File: config.mk
export PLATFORM = sky130hd
export DESIGN_NAME = fabric_cfg_loader
export DESIGN_NICKNAME = d
export VERILOG_FILES = /design/src/rtl/fabric_cfg_pkg.sv /design/src/rtl/cfg_shadow_reg.sv /design/src/rtl/fabric_cfg_loader.sv
export SDC_FILE = /design/constraint.sdc
export NUM_CORES = 2
export LEC_CHECK = 0
export ABC_AREA = 1
export BUFFER_PORTS_ARGS = -buffer_cell sky130_fd_sc_hd__buf_4
export CELL_PAD_IN_SITES_DETAIL_PLACEMENT = 1
export CELL_PAD_IN_SITES_GLOBAL_PLACEMENT = 1
export CORE_MARGIN = 5
export CORE_UTILIZATION = 45
export CTS_BUF_LIST = sky130_fd_sc_hd__clkbuf_2
export CTS_CLUSTER_SIZE = 8
export DETAILED_ROUTE_END_ITERATION = 16
export PLACE_DENSITY = 0.78
export SLEW_MARGIN = 5
export SYNTH_ARGS = -nofsm -noshare
export SYNTH_HDL_FRONTEND = slang
export SYNTH_SLANG_ARGS = --single-unit
File: constraint.sdc
create_clock -name clk -period 2.69 [get_ports clk]
set_clock_uncertainty 0.15 [all_clocks]
set_input_delay 0 -clock clk [delete_from_list [all_inputs] [get_ports clk]]
set_output_delay 0 -clock clk [all_outputs]
set_load 0.005 [all_outputs]
File: src/rtl/fabric_cfg_pkg.sv
// rtl/fabric_cfg_pkg.sv - shared widths, frame constants and loader states
package fabric_cfg_pkg;
  localparam int SRAM_W = 144;
  localparam int CB_W   = 420;
  localparam int SB_W   = 240;
  localparam int TOTAL  = SRAM_W + CB_W + SB_W;
  localparam int NBYTES = (TOTAL + 7) / 8;
  localparam int SHW    = NBYTES * 8;

  localparam logic [7:0] SYNC_BYTE = 8'hA5;

  typedef enum logic [1:0] {
    HUNT    = 2'd0,
    PAYLOAD = 2'd1,
    CHECK   = 2'd2,
    COMMIT  = 2'd3
  } state_t;
endpackage

File: src/rtl/cfg_shadow_reg.sv
// rtl/cfg_shadow_reg.sv - payload shift register with running XOR checksum
module cfg_shadow_reg
  import fabric_cfg_pkg::*;
(
  input  logic             clk,
  input  logic             reset,
  input  logic             clear,
  input  logic             shift,
  input  logic [7:0]       din,
  output logic [TOTAL-1:0] cfg_bits,
  output logic [7:0]       chk
);
  logic [SHW-1:0] shadow;

  always_ff @(posedge clk or negedge reset) begin
    if (!reset) begin
      shadow <= '0;
      chk    <= '0;
    end else if (clear) begin
      shadow <= '0;
      chk    <= '0;
    end else if (shift) begin
      shadow <= {shadow[SHW-9:0], din};
      chk    <= chk ^ din;
    end
  end

  // Low pad bits of the final byte fall off the bottom.
  assign cfg_bits = shadow[SHW-1 -: TOTAL];
endmodule

File: src/rtl/fabric_cfg_loader.sv
// rtl/fabric_cfg_loader.sv - framed byte loader committing fabric configuration atomically
module fabric_cfg_loader
  import fabric_cfg_pkg::*;
(
  input  logic              clk,
  input  logic              reset,
  input  logic [7:0]        din,
  input  logic              din_valid,
  output logic              din_ready,
  input  logic              abort,
  output logic              busy,
  output logic              done,
  output logic              err,
  output logic              cfg_valid,
  output logic [SRAM_W-1:0] sramConfig,
  output logic [CB_W-1:0]   cbconfig,
  output logic [SB_W-1:0]   sconfig
);
  state_t           state, state_next;
  logic [6:0]       count;
  logic             xfer, sh_clear, sh_shift, commit, err_set;
  logic [7:0]       chk;
  logic [TOTAL-1:0] cfg_bits;

  assign xfer = din_valid && din_ready;

  cfg_shadow_reg u_shadow (
    .clk      (clk),
    .reset    (reset),
    .clear    (sh_clear),
    .shift    (sh_shift),
    .din      (din),
    .cfg_bits (cfg_bits),
    .chk      (chk)
  );

  always_comb begin
    state_next = state;
    din_ready  = 1'b0;
    busy       = 1'b0;
    sh_clear   = 1'b0;
    sh_shift   = 1'b0;
    commit     = 1'b0;
    err_set    = 1'b0;
    case (state)
      HUNT: begin
        din_ready = 1'b1;
        if (xfer && din == SYNC_BYTE) begin
          state_next = PAYLOAD;
          sh_clear   = 1'b1;
        end
      end
      PAYLOAD: begin
        din_ready = 1'b1;
        busy      = 1'b1;
        if (xfer) begin
          sh_shift = 1'b1;
          if (count == 7'(NBYTES - 1)) state_next = CHECK;
        end
      end
      CHECK: begin
        din_ready = 1'b1;
        busy      = 1'b1;
        if (xfer) begin
          if (din == chk) begin
            state_next = COMMIT;
          end else begin
            state_next = HUNT;
            err_set    = 1'b1;
          end
        end
      end
      COMMIT: begin
        commit     = 1'b1;
        state_next = HUNT;
      end
      default: state_next = HUNT;
    endcase
    // Abort wins over any same-cycle transfer, but a commit already underway finishes.
    if (abort && state != COMMIT) begin
      state_next = HUNT;
      sh_shift   = 1'b0;
      sh_clear   = 1'b1;
      err_set    = 1'b0;
    end
  end

  always_ff @(posedge clk or negedge reset) begin
    if (!reset) begin
      state      <= HUNT;
      count      <= '0;
      done       <= 1'b0;
      err        <= 1'b0;
      cfg_valid  <= 1'b0;
      sramConfig <= '0;
      cbconfig   <= '0;
      sconfig    <= '0;
    end else begin
      state <= state_next;
      done  <= commit;
      err   <= err_set;
      if (sh_clear)      count <= '0;
      else if (sh_shift) count <= count + 7'd1;
      if (commit) begin
        sramConfig <= cfg_bits[TOTAL-1 -: SRAM_W];
        cbconfig   <= cfg_bits[TOTAL-SRAM_W-1 -: CB_W];
        sconfig    <= cfg_bits[SB_W-1:0];
        cfg_valid  <= 1'b1;
      end
    end
  end
endmodule
==> impl_metrics.yaml <==
yosys:
  yosysWarnings: 0
  netlist.area_leader.share_pct: 65.0
  synth_cell_types: 25
  synth_area_leaders: "dfrtp_1, nand2_1, a21oi_1, buf_2, clkbuf_1"
  syn_area_mm2: 0.0628
  yosys-top-cells-count: "nand2_1, dfrtp_1, a21oi_1"
  ys_async_sr_fraction_pct: 100
  synth_nets: 7053
  synth.most_common_cell: "nand2_1"
  synthCells: 7035
  avgSynthCellArea_um2: 8.92
  synthFlopType: "dfrtp_1"
  synth_edf_count: 0
  yosysSeqAreaShare_pct: 65.0
  ys_ff_latch: 1632
  yosys.area.top_type: "dfrtp_1"
power_and_ir_drop:
  p_leak_nw: 40.6
  power_density_mw_per_mm2: 556
  ir_drop_mv: 0.319
clocking:
  clk_path_buf_depth: 4
  clock_latency_ns: 1.76
  cts-root-buf: "clkbuf_2"
  clk_pin_slew_ns: 0.10
  cts_sinks: 1632
  numCtsBuffers: 426
  cts_tree: "yes"
  cts.htree.levels: 5
critical_path:
  startpoint_type: "register"
  cp.required_ns: 2.54
  endpoint_kind: "primary output"
  arrival_ns: 2.58
  r2r_cells: 13
  cp_max_fo: 4
  path_class: "register to primary output"
route:
  detailedRoute.firstPassIterationCount: 5
  wl_per_cell_um: 21.5
  detail_route.vias_per_cell: 5.27
  drc: 0
  vias: 54300
  ant_nets: 0
  drt_wl_total_um: 222000
  dr.first_iter.drc_count: 3840
timing:
  finalHoldViolCount: 0
  whs_ns: 0.250
  setup_viol: 2
  tightest_slew_ns: 1.26
  period_needed_ns: 2.73
  layout_setup_ws_ns: -0.0353
  fmax_mhz: 367
  final.period_utilization_pct: 101
  rsz0062_at_grt: "yes"
  relSlewSlack_pct: 16.0
  slew_viol_final: 0
layout:
  multi_input_area_mm2: 0.0198
  regArea_mm2: 0.0410
  area_growth_pct: 24.6
  fillers: 16200
  final_layout_size_suffix_gt1_share_pct: 22.1
  stdcell_area_mm2: 0.0782
  fin_nets: 8179
  final_util_pct: 56.3
  final_cells: 10300
floorplanning:
  die_w_um: 384
  initial_core_util_pct: 45.2
  boundaryPins: 821
  die-area_mm2: 0.147
  core_region_area_mm2: 0.139
  die_h_um: 384
  num_rows: 137
outcome:
  status: "finished, violations left"
  violations: "negative setup slack"
global_routing:
  grt_pass1_wl_um: 345000
  grt_pass1_vias: 58700
  gr-total-overflow: 0
  grtUsageTotal_pct: 29.8
  grt_max_degree: 231
  antenna_found_initial: 4
placed_design:
  dpl.hpwl_um: 141000
  place.gp.congestion: 0.841
  port_buffers: 820
  place_inst: 9425
  place_area_mm2: 0.0712
  dp_slack_ns: 0.264
run:
  maxCapViolations: 0
worst_hold_path:
  min_path_type: "register to register"
  whs_path_depth: 2
==> per-stage QoR <==
step	setup TNS, ns	total power, W
after CTS	-14.61	0.0439
after floorplan	0	0.0261
after global placement	0	0.0273
final	-0.0412	0.0435
after global routing	-7.56	0.0457
after detailed placement	0	0.0273
==> final timing paths <==
path | end | start | slack, ns
max in group asynchronous | cbconfig[5] | reset | 1.03
hold / removal | sconfig[210] | u_shadow.shadow[214] | 0.25
min in group asynchronous | cbconfig[401] | reset | 0.68
setup / recovery | din_ready | state[1] | -0.04
hold reg to reg | sconfig[210] | u_shadow.shadow[214] | 0.25
setup reg to reg | state[1] | state[1] | -0.01
==> power breakdown <==
group	switching (W)	total (W)	internal, W	leakage (nW)
Clock	0.0103	0.0166	0.00634	2.75
Combinational	0.00179	0.00235	0.000565	15.2
Sequential	0.0000241	0.0246	0.0245	22.6
Total	0.0121	0.0435	0.0314	40.6
==> kinds of logic after synthesis <==
kind of cell	synth area share, %
AOI/OAI and AO/OA	6.53
adders and majority gates	0.120
xor gates and xnor gates	0.209
DFF	65.0
buffers and inverters	3.56
and+or+nand+nor	24.5
==> worst max-delay path, stage by stage (launching register included) <==
cell and delay [ns]:
dfrtp_2 0.46, ha_4 0.20, inv_12 0.06, buf_16 0.12
buf_6 0.09
==> what timing repair did <==
item	4_1_cts	5_1_grt
resized for setup	550	28
endpoints found under the setup margin	502	125
setup buffers	131	9
pin swaps	2	2
gates cloned	5	1
hold buffers	38	0
hold endpoints to repair	2458	0
==> area by class of cell <==
type / count / area share, %
inverter: 21 / 0.126
sequential: 1632 / 52.4
multi-input combinational: 4932 / 25.3
timing repair buffer: 1147 / 14.8
antenna: 6 / 0.0192
tap: 1876 / 3.00
timing repair inverter: 1 / 0.0112
clock inverter: 62 / 0.408
clock buffer: 625 / 4.00
==> layer usage <==
layer  vias to the layer above  wire length (um)  GRT usage (%)
li1                      24300                 -              -
met2                      1814            107000           48.6
met1                     27700             89900           38.1
met3                       457             14500           6.82
met5                         -                 0              0
met4                         0             10500           13.6
==> sequential cells by signal, indices dropped and copies added, names as in the netlist <==
signal,cells
state,2
cfg_valid,1
done,1
u_shadow.shadow,808
u_shadow.chk,8
sconfig,240
sramConfig,144
cbconfig,420
count,7
err,1
==> layout by cell type, fill, tap and decap left out, types with 2 or more instances in the layout <==
cell           Yosys  layout
a21oi_1          814     814
buf_12             0      71
buf_16             0       5
buf_4             51     562
buf_6              4     467
bufbuf_16          0       4
bufinv_16          0       3
clkbuf_2           0     625
clkinv_1           0      49
clkinv_2           0       3
dfrtp_1         1632    1528
dfrtp_2            0     104
diode_2            0       6
dlygate4sd3_1      0      37
ha_1               6       4
ha_4               0       2
inv_1             18      16
inv_2              3       9
nand2_1         4055    4055
nand3_1            7       7
nor2_1            20      20
nor3_1             3       3
nor3b_1            2       2
o21ai_0            2       2
xnor2_1            6       6
xor2_1             9       9
(Power assumes the default switching activity.)
